**src/rtl/wb_arbiter_n_pkg.sv**
```systemverilog
// Shared definitions for the N-master pipelined Wishbone arbiter.
package wb_arbiter_n_pkg;

   typedef enum logic [0:0] {
      ST_IDLE = 1'b0,
      ST_BUSY = 1'b1
   } arb_state_t;

   localparam int unsigned MAXOUT_DEFAULT = 4;

   // Low bit of field idx inside a packed per-master port of element width w.
   function automatic int unsigned slice_lo(input int unsigned idx, input int unsigned w);
      return idx * w;
   endfunction

endpackage

```
**src/rtl/wb_arbiter_n_if.sv**
```systemverilog
// Master-side and slave-side bus signals of the arbiter, seen from the arbiter.
interface wb_arbiter_n_if #(
   parameter int unsigned NMASTERS = 2,
   parameter int unsigned AW       = 32,
   parameter int unsigned DW       = 32
);
   localparam int unsigned SW = DW / 8;
   localparam int unsigned GW = (NMASTERS > 1) ? $clog2(NMASTERS) : 1;

   logic [NMASTERS-1:0]    m_cyc_i;
   logic [NMASTERS-1:0]    m_stb_i;
   logic [NMASTERS-1:0]    m_we_i;
   logic [NMASTERS*SW-1:0] m_sel_i;
   logic [NMASTERS*AW-1:0] m_adr_i;
   logic [NMASTERS*DW-1:0] m_dat_i;
   logic [DW-1:0]          m_dat_o;
   logic [NMASTERS-1:0]    m_ack_o;
   logic [NMASTERS-1:0]    m_stall_o;
   logic [GW-1:0]          grant_o;

   logic                   s_cyc_o;
   logic                   s_stb_o;
   logic                   s_we_o;
   logic [SW-1:0]          s_sel_o;
   logic [AW-1:0]          s_adr_o;
   logic [DW-1:0]          s_dat_o;
   logic [DW-1:0]          s_dat_i;
   logic                   s_ack_i;
   logic                   s_stall_i;

   // Arbiter port facing the upstream masters
   modport master (
      input  m_cyc_i, m_stb_i, m_we_i, m_sel_i, m_adr_i, m_dat_i,
      output m_dat_o, m_ack_o, m_stall_o, grant_o
   );

   // Arbiter port facing the downstream slave
   modport slave (
      output s_cyc_o, s_stb_o, s_we_o, s_sel_o, s_adr_o, s_dat_o,
      input  s_dat_i, s_ack_i, s_stall_i
   );
endinterface

```
**src/rtl/wb_arb_pick.sv**
```systemverilog
// Combinational request picker: fixed priority (lowest index) or rotating
// priority starting just after the last winner. Shared with the interrupt
// controller.
module wb_arb_pick #(
   parameter int unsigned N  = 2,
   parameter bit          RR = 1'b0,
   localparam int unsigned IW = (N > 1) ? $clog2(N) : 1
) (
   input  logic [N-1:0]  req,
   input  logic [IW-1:0] last,
   output logic [IW-1:0] idx,
   output logic          valid
);

   // Scan candidates in priority order and keep the first requester
   always_comb begin
      int unsigned   start;
      logic [IW-1:0] pos;
      logic          found;
      idx   = '0;
      found = 1'b0;
      pos   = '0;
      start = RR ? (32'(last) + 32'd1) : 32'd0;
      for (int unsigned k = 0; k < N; k++) begin
         pos = IW'((start + k) % N);
         if (!found && req[pos]) begin
            idx   = pos;
            found = 1'b1;
         end
      end
      valid = |req;
   end

endmodule

```
**src/rtl/wb_arbiter_n.sv**
```systemverilog
// N-master pipelined Wishbone arbiter with outstanding-request tracking.
// Build option: WB_ARBITER_RR_EN selects round-robin arbitration; without it
// the lowest master index wins.
module wb_arbiter_n
   import wb_arbiter_n_pkg::*;
#(
   parameter int unsigned NMASTERS = 2,
   parameter int unsigned AW       = 32,
   parameter int unsigned DW       = 32,
   parameter int unsigned MAXOUT   = MAXOUT_DEFAULT
) (
   input  logic           clk_i,
   input  logic           rst_i,
   wb_arbiter_n_if.master mp,
   wb_arbiter_n_if.slave  sp
);

   localparam int unsigned SW = DW / 8;
   localparam int unsigned GW = (NMASTERS > 1) ? $clog2(NMASTERS) : 1;
   localparam int unsigned OW = $clog2(MAXOUT) + 1;

`ifdef WB_ARBITER_RR_EN
   localparam bit RR_EN = 1'b1;
`else
   localparam bit RR_EN = 1'b0;
`endif

   arb_state_t    state;
   arb_state_t    state_next;
   logic [GW-1:0] grant;
   logic [GW-1:0] last;
   logic [GW-1:0] pick_idx;
   logic          pick_valid;
   logic          cyc_g;
   logic          stb_g;
   logic          full;
   logic          accept;
   logic [OW-1:0] outstanding;

   wb_arb_pick #(
      .N  (NMASTERS),
      .RR (RR_EN)
   ) u_pick (
      .req   (mp.m_cyc_i),
      .last  (last),
      .idx   (pick_idx),
      .valid (pick_valid)
   );

   // cyc/stb of the currently granted master
   always_comb begin
      cyc_g = 1'b0;
      stb_g = 1'b0;
      for (int unsigned i = 0; i < NMASTERS; i++) begin
         if (grant == GW'(i)) begin
            cyc_g = mp.m_cyc_i[i];
            stb_g = mp.m_stb_i[i];
         end
      end
   end

   assign full   = (outstanding == OW'(MAXOUT));
   assign accept = (state == ST_BUSY) & stb_g & ~full & ~sp.s_stall_i;

   // State register
   always_ff @(posedge clk_i or posedge rst_i) begin
      if (rst_i) state <= ST_IDLE;
      else       state <= state_next;
   end

   // Next state: arbitrate in IDLE, hold grant until the owner drops cyc
   always_comb begin
      state_next = state;
      case (state)
         ST_IDLE: if (pick_valid) state_next = ST_BUSY;
         ST_BUSY: if (!cyc_g)     state_next = ST_IDLE;
         default:                 state_next = ST_IDLE;
      endcase
   end

   // Grant and round-robin history, loaded only on an arbitration win
   always_ff @(posedge clk_i or posedge rst_i) begin
      if (rst_i) begin
         grant <= '0;
         last  <= GW'(NMASTERS - 1);
      end else if (state == ST_IDLE && pick_valid) begin
         grant <= pick_idx;
         last  <= pick_idx;
      end
   end

   // Outstanding request count; cleared outside a cycle so late acks vanish
   always_ff @(posedge clk_i or posedge rst_i) begin
      if (rst_i) begin
         outstanding <= '0;
      end else if (state != ST_BUSY || !cyc_g) begin
         outstanding <= '0;
      end else if (accept && !sp.s_ack_i) begin
         outstanding <= outstanding + OW'(1);
      end else if (!accept && sp.s_ack_i && outstanding != '0) begin
         outstanding <= outstanding - OW'(1);
      end
   end

   // Outputs: route the granted master to the slave and responses back
   always_comb begin
      mp.m_stall_o = '1;
      mp.m_ack_o   = '0;
      sp.s_cyc_o   = 1'b0;
      sp.s_stb_o   = 1'b0;
      sp.s_we_o    = 1'b0;
      sp.s_sel_o   = '0;
      sp.s_adr_o   = '0;
      sp.s_dat_o   = '0;
      case (state)
         ST_BUSY: begin
            sp.s_cyc_o = cyc_g;
            sp.s_stb_o = stb_g & ~full;
            for (int unsigned i = 0; i < NMASTERS; i++) begin
               if (grant == GW'(i)) begin
                  sp.s_we_o       = mp.m_we_i[i];
                  sp.s_sel_o      = mp.m_sel_i[slice_lo(i, SW) +: SW];
                  sp.s_adr_o      = mp.m_adr_i[slice_lo(i, AW) +: AW];
                  sp.s_dat_o      = mp.m_dat_i[slice_lo(i, DW) +: DW];
                  mp.m_stall_o[i] = sp.s_stall_i | full;
                  mp.m_ack_o[i]   = sp.s_ack_i;
               end
            end
         end
         default: ;
      endcase
   end

   assign mp.m_dat_o = sp.s_dat_i;
   assign mp.grant_o = grant;

endmodule

```
**src/flat_wrapper.sv**
```systemverilog
// flat-port wrapper written by rule: the top's interface ports become plain ports
module wb_arbiter_n_flat import wb_arbiter_n_pkg::*;
#(
   parameter int unsigned NMASTERS = 2,
   parameter int unsigned AW       = 32,
   parameter int unsigned DW       = 32,
   parameter int unsigned MAXOUT   = MAXOUT_DEFAULT
)
  (clk_i, rst_i, mp_m_cyc_i, mp_m_stb_i, mp_m_we_i, mp_m_sel_i, mp_m_adr_i, mp_m_dat_i, mp_m_dat_o, mp_m_ack_o, mp_m_stall_o, mp_grant_o, sp_s_cyc_o, sp_s_stb_o, sp_s_we_o, sp_s_sel_o, sp_s_adr_o, sp_s_dat_o, sp_s_dat_i, sp_s_ack_i, sp_s_stall_i);
  wb_arbiter_n_if #(.NMASTERS(NMASTERS), .AW(AW), .DW(DW)) mp_i ();
  wb_arbiter_n_if #(.NMASTERS(NMASTERS), .AW(AW), .DW(DW)) sp_i ();
  input  logic clk_i;
  input  logic rst_i;
  input wire logic [$bits(mp_i.m_cyc_i)-1:0] mp_m_cyc_i;
  input wire logic [$bits(mp_i.m_stb_i)-1:0] mp_m_stb_i;
  input wire logic [$bits(mp_i.m_we_i)-1:0] mp_m_we_i;
  input wire logic [$bits(mp_i.m_sel_i)-1:0] mp_m_sel_i;
  input wire logic [$bits(mp_i.m_adr_i)-1:0] mp_m_adr_i;
  input wire logic [$bits(mp_i.m_dat_i)-1:0] mp_m_dat_i;
  output wire logic [$bits(mp_i.m_dat_o)-1:0] mp_m_dat_o;
  output wire logic [$bits(mp_i.m_ack_o)-1:0] mp_m_ack_o;
  output wire logic [$bits(mp_i.m_stall_o)-1:0] mp_m_stall_o;
  output wire logic [$bits(mp_i.grant_o)-1:0] mp_grant_o;
  output wire logic [$bits(sp_i.s_cyc_o)-1:0] sp_s_cyc_o;
  output wire logic [$bits(sp_i.s_stb_o)-1:0] sp_s_stb_o;
  output wire logic [$bits(sp_i.s_we_o)-1:0] sp_s_we_o;
  output wire logic [$bits(sp_i.s_sel_o)-1:0] sp_s_sel_o;
  output wire logic [$bits(sp_i.s_adr_o)-1:0] sp_s_adr_o;
  output wire logic [$bits(sp_i.s_dat_o)-1:0] sp_s_dat_o;
  input wire logic [$bits(sp_i.s_dat_i)-1:0] sp_s_dat_i;
  input wire logic [$bits(sp_i.s_ack_i)-1:0] sp_s_ack_i;
  input wire logic [$bits(sp_i.s_stall_i)-1:0] sp_s_stall_i;
  assign mp_i.m_cyc_i = mp_m_cyc_i;
  assign mp_i.m_stb_i = mp_m_stb_i;
  assign mp_i.m_we_i = mp_m_we_i;
  assign mp_i.m_sel_i = mp_m_sel_i;
  assign mp_i.m_adr_i = mp_m_adr_i;
  assign mp_i.m_dat_i = mp_m_dat_i;
  assign mp_m_dat_o = mp_i.m_dat_o;
  assign mp_m_ack_o = mp_i.m_ack_o;
  assign mp_m_stall_o = mp_i.m_stall_o;
  assign mp_grant_o = mp_i.grant_o;
  assign sp_s_cyc_o = sp_i.s_cyc_o;
  assign sp_s_stb_o = sp_i.s_stb_o;
  assign sp_s_we_o = sp_i.s_we_o;
  assign sp_s_sel_o = sp_i.s_sel_o;
  assign sp_s_adr_o = sp_i.s_adr_o;
  assign sp_s_dat_o = sp_i.s_dat_o;
  assign sp_i.s_dat_i = sp_s_dat_i;
  assign sp_i.s_ack_i = sp_s_ack_i;
  assign sp_i.s_stall_i = sp_s_stall_i;
  wb_arbiter_n #(.NMASTERS(NMASTERS), .AW(AW), .DW(DW), .MAXOUT(MAXOUT)) u_core (.clk_i(clk_i), .rst_i(rst_i), .mp(mp_i), .sp(sp_i));
endmodule
```
**config.mk**
```make
export PLATFORM = sky130hd
export DESIGN_NAME = wb_arbiter_n_flat
export DESIGN_NICKNAME = d
export VERILOG_FILES = /design/src/rtl/wb_arbiter_n_pkg.sv /design/src/rtl/wb_arbiter_n_if.sv /design/src/rtl/wb_arb_pick.sv /design/src/rtl/wb_arbiter_n.sv /design/src/flat_wrapper.sv
export SDC_FILE = /design/constraint.sdc
export NUM_CORES = 1
export LEC_CHECK = 0
export ABC_AREA = 1
export BUFFER_PORTS_ARGS = -buffer_cell sky130_fd_sc_hd__buf_2
export CAP_MARGIN = 20
export CORE_AREA = 2 2 110 112
export CTS_BUF_LIST = sky130_fd_sc_hd__clkbuf_8
export DETAILED_ROUTE_END_ITERATION = 8
export DIE_AREA = 0 0 112 114
export MAX_ROUTING_LAYER = met4
export PLACE_DENSITY = 0.59
export SYNTH_ARGS = -nofsm -noshare
export SYNTH_HDL_FRONTEND = slang
export SYNTH_SLANG_ARGS = --single-unit
```
**constraint.sdc**
```tcl
create_clock -name clk_i -period 1.82 [get_ports clk_i]
set_input_delay 0.091 -clock clk_i [delete_from_list [all_inputs] [get_ports clk_i]]
set_output_delay 0.091 -clock clk_i [all_outputs]
set_load 0.01 [all_outputs]
```
==> results.sh <==
export IMPL_startpoint="u_core.mp.grant_o$_DFFE_PP0P_"
export IMPL_via_count=2613
export IMPL_synth_seq_area_share_pct=7.97
export IMPL_cts_tree="built"
export IMPL_report_final_hold_viol_count=0
export IMPL_total_routing_usage_reported_by_global_routing_pct=8.99
export IMPL_slew_limit_headroom_pct=76.9
export IMPL_min_delay_start="mp_m_cyc_i[0]"
export IMPL_cp_slowest_stage_delay_ns=0.41
export IMPL_yosys_warnings=0
export IMPL_post_synth_cell_area_avg_um2=5.02
export IMPL_cts_buffer_depth=2
export IMPL_critical_path_class="flip-flop to flip-flop"
export IMPL_syn_inst=313
export IMPL_cts_inserted_buffers=3
export IMPL_worstHoldPathType="input pin to flip-flop"
export IMPL_fraction_of_the_mapped_netlist_area_in_compound_gates_pct=2.31
export IMPL_arrival_ns=1.79
export IMPL_run_status="finished, final reports clean"
export IMPL_multi_input_comb_area_um2=1080
export IMPL_worst_slew_pin_transition_ns=0.347
export IMPL_insertion_delay_ns=0.22
export IMPL_wl_um=6630
export IMPL_finalSetupViolations=0
export IMPL_regArea_um2=126
export IMPL_maxCapViolations=0
export IMPL_maxSlewViolCount=0
export IMPL_core_area_um2=11700
export IMPL_clock_tree_root_cell="sky130_fd_sc_hd__clkbuf_8"
export IMPL_critPathRequiredTime_ns=1.93
export IMPL_first_pass_grt_wire_length_um=9290
export IMPL_worstPathMaxFanout=4
export IMPL_synth_seq_cells=5
export IMPL_clk_pin_slew_worst_paths_ns=0.04
export IMPL_antenna_violating_nets_post_route=0
export IMPL_buffer_ports_inserted=221
export IMPL_cts_htree_levels=1
export IMPL_fp_dieW_um=112
export IMPL_yosysUniqueCellTypes=19
export IMPL_timing_hold_ws_ns=0.0721
export IMPL_share_of_layout_cells_above_drive_strength_1_pct=49.1
export IMPL_postPlaceCellArea_um2=2620
export IMPL_rsz0062_at_grt="true"
export IMPL_die_y_um=114
export IMPL_synth_fa_ha_area_share_pct=1.27
export IMPL_globalRouteOverflowTotal=0
export IMPL_mappedNetlistNets=492
export IMPL_boundaryPins=286
export IMPL_first_pass_iters=4
export IMPL_gp_routability_congestion=0.815
export IMPL_cpMaxStageDelayCell="sky130_fd_sc_hd__dfrtp_1"
export IMPL_initialDrtViolationCount=108
export IMPL_synth_xor_area_share_pct=0
export IMPL_dominant_delay_contributor_by_cell_family_on_the_critical_path="simple AND/OR/NAND/NOR gates"
export IMPL_wire_per_inst_um=10.3
export IMPL_grt_antenna_before_repair=1
export IMPL_rr_startpoint="u_core.mp.grant_o$_DFFE_PP0P_"
export IMPL_grt_max_degree=72
export IMPL_num_fill_cells=1374
export IMPL_final_util_pct=23.0
export IMPL_main_combinational_cell_family_by_area_after_synthesis="simple AND/OR/NAND/NOR gates"
export IMPL_design_area_um2=2690
export IMPL_max_freq_mhz=596
export IMPL_cp_common_cell="sky130_fd_sc_hd__nand2_1"
export IMPL_cts_num_sinks=5
export IMPL_detailed_place_hpwl_um=5320
export IMPL_period_minus_slack_ns=1.68
export IMPL_route_detailed_vias_per_inst=4.08
export IMPL_num_rows=40
export IMPL_finClkSkew_ns=0.00372
export IMPL_floorplan_initialDensity_pct=13.4
export IMPL_muxShareOfSynthArea_pct=0
export IMPL_part_of_the_cycle_the_worst_path_needs_pct=92.1
export IMPL_setup_worst_path_start_class="flip-flop"
export IMPL_design_die_area_um2=12800
export IMPL_timing_critical_path_to_type="flip-flop"
export IMPL_crit_chain="inv_2 > nand3_2 > nand2_2 > nand3_2 > fa_2 > inv_1 > nand2_1 > nand2_1 > inv_1 > nand2_1 > nand2_1 > nand3_1 > nand2_1"
export IMPL_via_count_of_the_first_global_routing_pass=2052
export IMPL_path_buf_inv=3
export IMPL_post_synth_and_or_nand_nor_area_fraction_pct=65.2
export IMPL_power_per_cell_area_nw_per_um2=1330
export IMPL_drcViolationCount=0
export IMPL_syn_to_final_growth_pct=71.6
export IMPL_leakage_component_of_the_power_uw=0.00178
export IMPL_peakVddDrop_mv=0.552
export IMPL_number_of_nets_in_the_layout=673
export IMPL_syn_cell_area_um2=1570
==> Yosys cell counts <==
cell	number	share of area [%]
sky130_fd_sc_hd__a21oi_1	3	0.96
sky130_fd_sc_hd__a21oi_2	1	0.56
sky130_fd_sc_hd__a22oi_1	1	0.48
sky130_fd_sc_hd__buf_2	7	2.2
sky130_fd_sc_hd__buf_4	33	16
sky130_fd_sc_hd__clkbuf_1	14	3.3
sky130_fd_sc_hd__dfrtp_1	5	8.0
sky130_fd_sc_hd__fa_1	1	1.3
sky130_fd_sc_hd__inv_1	6	1.4
sky130_fd_sc_hd__inv_2	2	0.48
sky130_fd_sc_hd__nand2_1	152	36
sky130_fd_sc_hd__nand2_2	2	0.80
sky130_fd_sc_hd__nand3_1	75	24
sky130_fd_sc_hd__nand3_2	2	1.3
sky130_fd_sc_hd__nand3b_1	1	0.48
sky130_fd_sc_hd__nand4_1	4	1.6
sky130_fd_sc_hd__nor2_1	2	0.48
sky130_fd_sc_hd__nor3_1	1	0.32
sky130_fd_sc_hd__o21ai_0	1	0.32
==> power by group <==
group	leakage, uW	internal [uW]	switching (uW)
Combinational	0.00169	1250	1940
Clock	0.0000269	145	55.4
Sequential	0.0000642	149	47.7
==> metal layers <==
metal	GRT usage, %	wire [um]	vias to the layer above
met5	-	0	-
met4	2.85	106	0
met3	2.39	796	12
met2	16.1	3280	169
met1	9.78	2450	1096
li1	-	-	1336
==> kinds of logic after synthesis <==
kind of cell	after synthesis
fa+ha+maj	1
flops	5
compound gates	6
buf+inv	62
simple gates	239
==> area by class of cell <==
class                      count  share of cell area, %
antenna                        1                 0.0929
multi-input combinational    246                   40.3
clock buffer                   3                   1.53
timing repair buffer         230                   45.3
tap                          147                   6.83
clock inverter                 1                  0.139
inverter                       8                   1.11
sequential                     5                   4.69
==> what timing repair did <==
item                                   CTS  global route
hold buffers                             1             0
cloned                                   0             0
endpoints found under the hold margin    5             0
gates resized for setup                  1             3
setup endpoints to repair                5            24
buffers inserted                         0             0
==> final timing paths <==
path | to | slack (ns) | depth (start not counted)
max | u_core.outstanding[2]$_DFFE_PP0P_ | 0.14 | 13
min | u_core.mp.grant_o$_DFFE_PP0P_ | 0.07 | 2
max reg2reg | u_core.outstanding[2]$_DFFE_PP0P_ | 0.14 | 13
min reg2reg | u_core.outstanding[1]$_DFFE_PP0P_ | 0.60 | 2
max in group asynchronous | u_core.state$_DFF_PP0_ | 1.31 | 3
min in group asynchronous | u_core.mp.grant_o$_DFFE_PP0P_ | 0.31 | 3
==> sequential cells by signal, indices dropped and copies added (netlist names) <==
register            flops
u_core.outstanding      3
u_core.state            1
u_core.mp.grant_o       1
==> worst register-to-register path: cells and delay by family (launching register included) <==
kind          cells  cell delay (ns)
buf+inv           3             0.20
simple gates      9             0.60
flops             1             0.41
fa+ha+maj         1             0.35
==> placed cells by master, fill, tap and decap left out, types with 2 or more instances in the layout <==
| master | netlist | final |
|---|---|---|
| sky130_fd_sc_hd__a21oi_1 | 3 | 3 |
| sky130_fd_sc_hd__buf_12 | 0 | 3 |
| sky130_fd_sc_hd__inv_2 | 2 | 2 |
| sky130_fd_sc_hd__clkbuf_8 | 0 | 3 |
| sky130_fd_sc_hd__nand2_2 | 2 | 3 |
| sky130_fd_sc_hd__inv_1 | 6 | 7 |
| sky130_fd_sc_hd__nand3_1 | 75 | 75 |
| sky130_fd_sc_hd__dfrtp_1 | 5 | 4 |
| sky130_fd_sc_hd__buf_2 | 7 | 221 |
| sky130_fd_sc_hd__nor2_1 | 2 | 2 |
| sky130_fd_sc_hd__buf_4 | 33 | 4 |
| sky130_fd_sc_hd__nand2_1 | 152 | 151 |
| sky130_fd_sc_hd__nand4_1 | 4 | 4 |
| sky130_fd_sc_hd__nand3_2 | 2 | 2 |
==> through the flow <==
stage | power, uW | setup WS (ns) | cells | TNS (ns)
5_1_grt | 3970 | -0.0215 | 641 | -0.0215
3_5_place_dp | 3390 | 0.0858 | 635 | 0
6_report | 3590 | 0.143 | 641 | 0
3_3_place_gp | 3420 | 0.107 | 635 | 0
2_1_floorplan | 2170 | 0.0260 | 313 | 0
4_1_cts | 3620 | 0.0673 | 640 | 0
Power figures use the tool's default switching activity.
